==> src/rtl/wash_sequencer.sv <==
// Washing-machine cycle controller: steps FILL/WASH/RINSE/SPIN on a one-second
// prescaler, enforces the lid interlock and counts lid violations for billing.
module wash_sequencer #(
  parameter int         TICK_DIV = 100000000,
  parameter logic [7:0] FILL_S   = 8'd10,
  parameter logic [7:0] WASH_S0  = 8'd20,
  parameter logic [7:0] WASH_S1  = 8'd40,
  parameter logic [7:0] WASH_S2  = 8'd60,
  parameter logic [7:0] WASH_S3  = 8'd0,
  parameter logic [7:0] RINSE_S  = 8'd20,
  parameter logic [7:0] SPIN_S   = 8'd15
) (
  input  logic       clk,
  input  logic       rst,
  input  logic       start,
  input  logic       abort,
  input  logic [1:0] mode,
  input  logic       lid_open,
  output logic [2:0] phase,
  output logic [7:0] remaining,
  output logic       busy,
  output logic       lid_lock,
  output logic       fine_pulse,
  output logic [3:0] viol_cnt,
  output logic       done,
  output logic [1:0] cur_mode
);

  localparam int             PW       = $clog2(TICK_DIV);
  localparam logic [PW-1:0]  TICK_MAX = PW'(TICK_DIV - 1);

  typedef enum logic [2:0] {
    S_IDLE = 3'd0, S_FILL = 3'd1, S_WASH = 3'd2, S_RINSE = 3'd3,
    S_SPIN = 3'd4, S_PAUSE = 3'd5, S_DONE = 3'd6
  } state_t;

  state_t        state, state_n, saved, saved_n;
  logic [PW-1:0] pre, pre_n;
  logic [7:0]    rem_n, wash_dur;
  logic [3:0]    viol_n;
  logic [1:0]    mode_n;
  logic          fine_n, done_n, busy_n, lock_n, tick;

  always_comb begin
    case (cur_mode)
      2'd0:    wash_dur = WASH_S0;
      2'd1:    wash_dur = WASH_S1;
      2'd2:    wash_dur = WASH_S2;
      default: wash_dur = WASH_S3;
    endcase
  end

  assign tick = (pre == TICK_MAX);

  always_comb begin
    state_n = state;
    saved_n = saved;
    rem_n   = remaining;
    pre_n   = pre;
    viol_n  = viol_cnt;
    mode_n  = cur_mode;
    fine_n  = 1'b0;
    done_n  = 1'b0;
    case (state)
      S_IDLE: begin
        if (start && !lid_open) begin
          mode_n  = mode;
          viol_n  = 4'd0;
          pre_n   = '0;
          rem_n   = FILL_S;
          state_n = S_FILL;
        end
      end
      S_FILL, S_WASH, S_RINSE, S_SPIN: begin
        if (abort) begin
          state_n = S_IDLE;
          rem_n   = 8'd0;
          pre_n   = '0;
        end else if (lid_open) begin
          // remaining and prescaler stay frozen until resume
          state_n = S_PAUSE;
          saved_n = state;
          fine_n  = 1'b1;
          if (viol_cnt != 4'd15) viol_n = viol_cnt + 4'd1;
        end else if (remaining == 8'd0 || (tick && remaining == 8'd1)) begin
          pre_n = '0;
          case (state)
            S_FILL:  begin state_n = S_WASH;  rem_n = wash_dur; end
            S_WASH:  begin state_n = S_RINSE; rem_n = RINSE_S;  end
            S_RINSE: begin state_n = S_SPIN;  rem_n = SPIN_S;   end
            default: begin state_n = S_DONE;  rem_n = 8'd0; done_n = 1'b1; end
          endcase
        end else if (tick) begin
          rem_n = remaining - 8'd1;
          pre_n = '0;
        end else begin
          pre_n = pre + 1'b1;
        end
      end
      S_PAUSE: begin
        if (abort) begin
          state_n = S_IDLE;
          rem_n   = 8'd0;
          pre_n   = '0;
        end else if (start && !lid_open) begin
          state_n = saved;
        end
      end
      default: begin
        state_n = S_IDLE;
        rem_n   = 8'd0;
      end
    endcase
    busy_n = (state_n != S_IDLE) && (state_n != S_DONE);
    lock_n = busy_n && (state_n != S_PAUSE);
  end

  always_ff @(posedge clk or negedge rst) begin
    if (!rst) begin
      state      <= S_IDLE;
      saved      <= S_FILL;
      remaining  <= 8'd0;
      pre        <= '0;
      viol_cnt   <= 4'd0;
      cur_mode   <= 2'd0;
      fine_pulse <= 1'b0;
      done       <= 1'b0;
      busy       <= 1'b0;
      lid_lock   <= 1'b0;
    end else begin
      state      <= state_n;
      saved      <= saved_n;
      remaining  <= rem_n;
      pre        <= pre_n;
      viol_cnt   <= viol_n;
      cur_mode   <= mode_n;
      fine_pulse <= fine_n;
      done       <= done_n;
      busy       <= busy_n;
      lid_lock   <= lock_n;
    end
  end

  assign phase = state;

endmodule

==> config.mk <==
export PLATFORM = sky130hd
export DESIGN_NAME = wash_sequencer
export DESIGN_NICKNAME = d
export VERILOG_FILES = /design/src/rtl/wash_sequencer.sv
export SDC_FILE = /design/constraint.sdc
export NUM_CORES = 1
export LEC_CHECK = 0
export CAP_MARGIN = 20
export CORE_UTILIZATION = 35
export CTS_BUF_LIST = sky130_fd_sc_hd__clkbuf_2
export DETAILED_ROUTE_END_ITERATION = 7
export GPL_ROUTABILITY_DRIVEN = 0
export PLACE_DENSITY = 0.58
export SLEW_MARGIN = 20
export SYNTH_ARGS = -nofsm -noshare
export SYNTH_HDL_FRONTEND = slang
export SYNTH_SLANG_ARGS = --single-unit
==> constraint.sdc <==
create_clock -name clk -period 3 [get_ports clk]
set_input_delay 0.6 -clock clk [delete_from_list [all_inputs] [get_ports clk]]
set_output_delay 0.6 -clock clk [all_outputs]
set_load 0.02 [all_outputs]
==> impl_metrics.py, run 1 <==
metrics = {
    "outcome": {
        "status": "complete, no violations",
    },
    "yosys": {
        "synthCells": 367,
        "netlist-cell-type-count": 55,
        "synth_edf_count": 0,
        "ys_seq_elements": 51,
        "ys_async_sr_fraction_pct": 100.0,
        "yosys_warnings": 0,
        "synth.most_common_cell": "o21ai_0",
        "syn-num-nets": 380,
        "yosysTopAreaCell": "dfrtp_1",
        "syn_avg_cell_area_um2": 8.619,
        "synth_area_leaders": "dfrtp_1, o21ai_0, a21oi_1",
        "synth-main-ff-cell": "dfrtp_1",
        "netlist_top_cells_count": "o21ai_0, dfrtp_1, nand2_1",
        "synth_top_area_share_pct": 39.56,
        "yosysSeqAreaShare_pct": 40.39,
        "synth_area_mm2": 0.003163,
    },
    "hold_path": {
        "hold_path_class": "in2async",
    },
    "clocking": {
        "htree_levels": 2,
        "clkLatencyLatePin_ns": 0.44,
        "cts_tree": "done",
        "cts.sinks": 51,
        "clkTransAtPathRegs_ns": 0.27,
        "cts_buffers": 5,
        "clk_path_buf_depth": 2,
        "cts_root_buf": "clkbuf_2",
    },
    "global_route": {
        "grt_pass1_wl_um": 12950,
        "grt_util_all_layers_pct": 16.58,
        "grt_max_degree": 30,
        "grt_pass1_vias": 2692,
        "antenna_found_initial": 0,
        "grt_overflow_total": 0,
    },
    "pwr": {
        "power_frac_seq_pct": 35.0,
        "peakVddDrop_mv": 0.3378,
        "powerDensity_mw_per_mm2": 730.6,
        "p_int_uw": 1500,
        "sw_frac_of_total_pct": 44.25,
        "clkPwrFrac_pct": 10.3,
        "comb_power_share_pct": 54.6,
        "power_switching_uw": 1191,
        "total_power_uw": 2691,
        "power.leakage_uw": 0.001544,
    },
    "setup_path": {
        "path_class": "reg2reg",
        "cp_max_fo": 5,
        "cp.arrival_ns": 3.23,
        "rrSetupSlack_ns": 0.13,
        "cp-end-kind": "flop",
        "reg2reg_depth": 8,
        "r2r-end": "lid_lock$_DFF_PN0_",
        "reg2reg_from": "remaining[1]$_DFFE_PN0P_",
        "cp-start-kind": "flop",
        "worstPathRequired_ns": 3.36,
    },
    "timing": {
        "worst_pin_slew_ns": 0.8816,
        "fin_crit_sh_pct": 95.67,
        "slew_viol_final": 0,
        "fmax_mhz": 348.4,
        "period_minus_slack_ns": 2.870,
        "rsz0062_at_grt": "no",
        "relSlewSlack_pct": 40.77,
        "timing.final.hold_violations": 0,
        "final-setup-viol-count": 0,
        "skew_ns": 0.02806,
        "setup_tns_ns": 0,
    },
    "cells_and_area": {
        "fillerInstances": 878,
        "drive_gt1_share_pct": 13.15,
        "fin_nets": 415,
        "diodes": 0,
        "syn2layout_area_growth_pct": 16.46,
    },
    "floorplanning": {
        "rows": 34,
        "initial_core_util_pct": 36.27,
        "die_area_mm2": 0.009422,
        "io_pins": 28,
        "fp.dieH_um": 97.07,
        "core-area_mm2": 0.008721,
        "die_x_um": 97.07,
    },
    "detailed_routing": {
        "wl_per_cell_um": 15.18,
        "drt_wl_total_um": 7755,
        "viasPerCell": 5.597,
        "dr_total_vias": 2860,
        "drc": 0,
        "drt-pass1-iter-count": 5,
        "drt_iter0_markers": 166,
        "ant_nets": 0,
    },
    "placement": {
        "hpwl_um": 5741,
        "portBuffers": 27,
    },
    "flow_run": {
        "drv_cap": 0,
    },
}
## worst max-delay path: stages, from the launching register on
cell      delay (ns)
dfrtp_1         0.44
inv_1           0.10
ha_1            0.14
or4b_4          0.46
or4_4           0.47
nor4_4          0.35
nor2_2          0.15
a221oi_4        0.32
mux2_2          0.37
## stage by stage
step	std cells	setup slack (ns)	util [%]	hold slack [ns]	area (µm²)
2_1_floorplan	367	0.1624	-	0.3044	3163
3_3_place_gp	501	0.2036	41.54	0.4607	3622
3_5_place_dp	501	0.1079	41.54	0.4807	3622
4_1_cts	509	0.07774	41.98	0.1462	3661
5_1_grt	511	0.0007230	42.24	0.1516	3684
6_report	511	0.1300	42.24	0.1243	3684
## flip-flops by register name, summed over array words and instances, names as in the netlist
register / flops
busy: 1
cur_mode: 2
done: 1
fine_pulse: 1
lid_lock: 1
phase: 3
pre: 27
remaining: 8
saved: 3
viol_cnt: 4
## kinds of logic (layout without fill, tap and decap cells)
group | Yosys count | in the layout | share of synthesized area (%)
AO/OA/AOI/OAI | 117 | 117 | 22.47
XOR/XNOR | 7 | 7 | 1.938
adder cells (fa/ha/maj) | 6 | 6 | 2.373
buffers and inverters | 30 | 66 | 3.837
flip-flops | 51 | 51 | 40.39
multiplexers | 7 | 7 | 2.452
AND/OR/NAND/NOR | 149 | 149 | 26.54
## per-layer routing
metal / up-vias / part of all wire, % / track usage (%)
met3: 12 / 3.4 / 2.662
met1: 1374 / 46 / 21.50
met4: 0 / 1.3 / 4.478
li1: 1420 / - / -
met5: - / 0 / 0
met2: 54 / 50 / 28.60
## layout make-up
| type | count | area (µm²) | share of cell area (%) |
|---|---|---|---|
| multi-input cells | 286 | 1772 | 48.10 |
| repair buffers | 48 | 422.9 | 11.48 |
| clock inverters | 2 | 8.758 | 0.2378 |
| inverters | 10 | 37.54 | 1.019 |
| well taps | 108 | 135.1 | 3.668 |
| clock buffers | 6 | 30.03 | 0.8152 |
| flip-flops and latches | 51 | 1277 | 34.68 |
## worst max-delay path by stage
stage,from,end,slack [ns],cells after the start
detailed placement,remaining[1]$_DFFE_PN0P_,lid_lock$_DFF_PN0_,0.11,8
global route,remaining[1]$_DFFE_PN0P_,busy$_DFF_PN0_,0.0007,10
floorplan,remaining[1]$_DFFE_PN0P_,lid_lock$_DFF_PN0_,0.16,8
global placement,remaining[1]$_DFFE_PN0P_,lid_lock$_DFF_PN0_,0.20,8
finish,remaining[1]$_DFFE_PN0P_,lid_lock$_DFF_PN0_,0.13,8
CTS,remaining[1]$_DFFE_PN0P_,lid_lock$_DFF_PN0_,0.08,8
## placed cells by master (no fill, tap or decap), types with 9 or more instances in the layout
cell type / Yosys / final
nand2_1: 33 / 32
o21ai_0: 55 / 55
nor3_1: 10 / 10
nor2b_1: 9 / 9
nor2_1: 29 / 29
nand3_1: 13 / 13
dfrtp_1: 50 / 50
clkdlybuf4s50_1: 0 / 26
and3_1: 9 / 9
inv_1: 10 / 10
buf_4: 1 / 21
a21oi_1: 28 / 28
## what timing repair did
action                                  in CTS  in global routing
buffers inserted                             0                  2
endpoints found under the setup margin       0                  6
hold buffers                                 0                  0
resized for setup                            0                  2
## power groups by stage
stage	sequential (µW)	combinational, µW	clock, µW
final	943	1470	278
after global placement	956	1440	0
after floorplan	1060	819	0
after CTS	946	1460	294
after detailed placement	957	1450	0
after global routing	965	1610	323
Note: power is estimated with default switching activity, not from simulation.
==> inputs of run 2 (changes only) <==
CORE_MARGIN = 4   (was unset)
CORE_UTILIZATION = 55   (was 35)
PLACE_DENSITY = 0.82   (was 0.58)
==> run 2 against run 1 <==
Compared with the run above: die area is 25% lower; sequential share of layout area grew 0.45 points; fmax grew 0.37%; sequential cell count did not move; worst setup slack better by 0.011 ns; routed wire length is 3.6% lower; non-clock buffer count fell by 5; global-route usage increased by 5.2 points; utilization increased by 23 points; design area decreased by 1.2%; critical path type unchanged; critical endpoint unchanged; largest cell class unchanged; largest power group unchanged; highest routed layer unchanged.
==> impl_metrics.py, run 2 (synthesis results as in run 1) <==
metrics = {
    "global_route": {
        "grt_pass1_wl_um": 12760,
        "grt_max_degree": 39,
        "grt_pass1_vias": 2779,
        "grt_overflow_total": 0,
        "antenna_found_initial": 0,
        "grt_use_met2_pct": 36.01,
        "grt_util_all_layers_pct": 21.78,
        "grt.busiest_layer": "met2",
        "gr-usage-met3_pct": 3.850,
        "gr-usage-met1_pct": 28.21,
    },
    "detailed_routing": {
        "drt-pass1-iter-count": 5,
        "ant_nets": 0,
        "wl_per_cell_um": 15.90,
        "drt_wl_total_um": 7472,
        "dr_total_vias": 2955,
        "drt_iter0_markers": 245,
        "viasPerCell": 6.287,
        "drc": 0,
    },
    "setup_path": {
        "cp_max_fo": 5,
        "worstPathRequired_ns": 3.36,
        "critPathSlowestCell": "or4_4",
        "r2r-end": "lid_lock$_DFF_PN0_",
        "path_cells": "inv_1, ha_1, or4b_4, or4_4, nor4_4, nor2_2, a221oi_4, mux2_2",
        "path_class": "reg2reg",
        "cp-end-kind": "flop",
        "reg2reg_depth": 8,
        "reg2reg_from": "remaining[1]$_DFFE_PN0P_",
        "cp.arrival_ns": 3.22,
        "rrSetupSlack_ns": 0.14,
        "max_stage_delay_ns": 0.48,
        "cp-start-kind": "flop",
    },
    "timing": {
        "rsz0062_at_grt": "no",
        "relSlewSlack_pct": 60.10,
        "setup_tns_ns": 0,
        "skew_ns": 0.02202,
        "final-setup-viol-count": 0,
        "hold_ws_ns": 0.5055,
        "slew_viol_final": 0,
        "timing.final.hold_violations": 0,
        "fmax_mhz": 349.7,
        "worst_pin_slew_ns": 0.5930,
        "period_minus_slack_ns": 2.859,
        "fin_crit_sh_pct": 95.31,
    },
    "pwr": {
        "powerDensity_mw_per_mm2": 756.1,
        "peakVddDrop_mv": 0.5884,
        "power.leakage_uw": 0.001528,
    },
    "placement": {
        "hpwl_um": 5425,
        "place_inst": 460,
        "portBuffers": 27,
    },
    "clocking": {
        "cts_root_buf": "clkbuf_2",
        "htree_levels": 2,
        "clkTransAtPathRegs_ns": 0.26,
        "cts_buffers": 5,
        "clk_path_buf_depth": 2,
        "clkLatencyLatePin_ns": 0.45,
        "cts_tree": "done",
        "cts.sinks": 51,
    },
    "cells_and_area": {
        "drive_gt1_share_pct": 12.06,
        "largest_reg_flops": 27,
        "syn2layout_area_growth_pct": 15.07,
        "stdcell_count": 470,
        "final_common_cell": "o21ai_0",
        "fin_nets": 410,
        "layout_common_cells": "o21ai_0, dfrtp_1, nand2_1, nor2_1, a21oi_1",
        "largest_registers": "pre (27), remaining (8), viol_cnt (4)",
        "top_register": "pre",
        "diodes": 0,
    },
    "floorplanning": {
        "rows": 27,
        "initial_core_util_pct": 57.09,
        "die_x_um": 83.84,
        "core-area_mm2": 0.005540,
        "io_pins": 28,
        "fp.dieH_um": 83.84,
        "die_area_mm2": 0.007028,
    },
    "outcome": {
        "status": "complete, no violations",
    },
    "flow_run": {
        "drv_cap": 0,
    },
    "hold_path": {
        "hold_path_class": "in2async",
    },
}
run 2: worst max-delay path by stage:
stage,start,to,cells past startpoint
after floorplan,remaining[1]$_DFFE_PN0P_,lid_lock$_DFF_PN0_,8
after global placement,remaining[1]$_DFFE_PN0P_,lid_lock$_DFF_PN0_,8
after detailed placement,remaining[0]$_DFFE_PN0P_,lid_lock$_DFF_PN0_,8
after CTS,remaining[0]$_DFFE_PN0P_,pre[24]$_DFFE_PN0P_,9
after global routing,remaining[1]$_DFFE_PN0P_,lid_lock$_DFF_PN0_,8
final,remaining[1]$_DFFE_PN0P_,lid_lock$_DFF_PN0_,8
run 2: report_power, final:
group	leakage, µW	internal (µW)	total, µW	switching (µW)
Sequential	0.000681	821	992	171
Combinational	0.000806	604	1400	797
Clock	0.0000404	137	359	222
Total	0.00153	1560	2750	1190
run 2: timing repair:
item                                    4_1_cts  5_1_grt
setup buffers                                 0        1
resized for setup                             0        4
hold buffers                                  1        0
endpoints found under the hold margin         7        0
endpoints found under the setup margin        0        6
run 2: area by class of cell:
| class | instances | area [µm²] |
|---|---|---|
| Sequential cell | 51 | 1279 |
| Clock inverter | 3 | 38.79 |
| Multi-Input combinational cell | 286 | 1782 |
| Timing Repair Buffer | 43 | 387.9 |
| Tap cell | 72 | 90.09 |
| Clock buffer | 5 | 25.02 |
| Inverter | 10 | 37.54 |
| Fill cell | 446 | 1901 |
run 2: critical path, delay by kind of cell (launching register included):
kind / cells / cell delay, ns
simple gates: 4 / 1.39
fa+ha+maj: 1 / 0.14
mux: 1 / 0.37
compound gates: 1 / 0.34
flops: 1 / 0.44
buf+inv: 1 / 0.10
run 2: layer usage:
metal  wire [µm]  up-vias  part of all wire, %
met1        3255     1403                   44
met5           0        -                    0
met4         186        0                  2.5
met2        3652      123                   49
met3         378       22                  5.1
li1            -     1407                    -
run 2: metrics by stage:
stage	setup WS, ns	cell area (µm²)	total power, µW	util (%)
2_1_floorplan	0.1624	3163	1878	-
3_3_place_gp	0.2085	3540	2326	63.89
3_5_place_dp	0.1264	3540	2361	63.89
4_1_cts	0.09541	3613	2723	65.22
5_1_grt	0.005931	3640	2959	65.70
6_report	0.1406	3640	2752	65.70
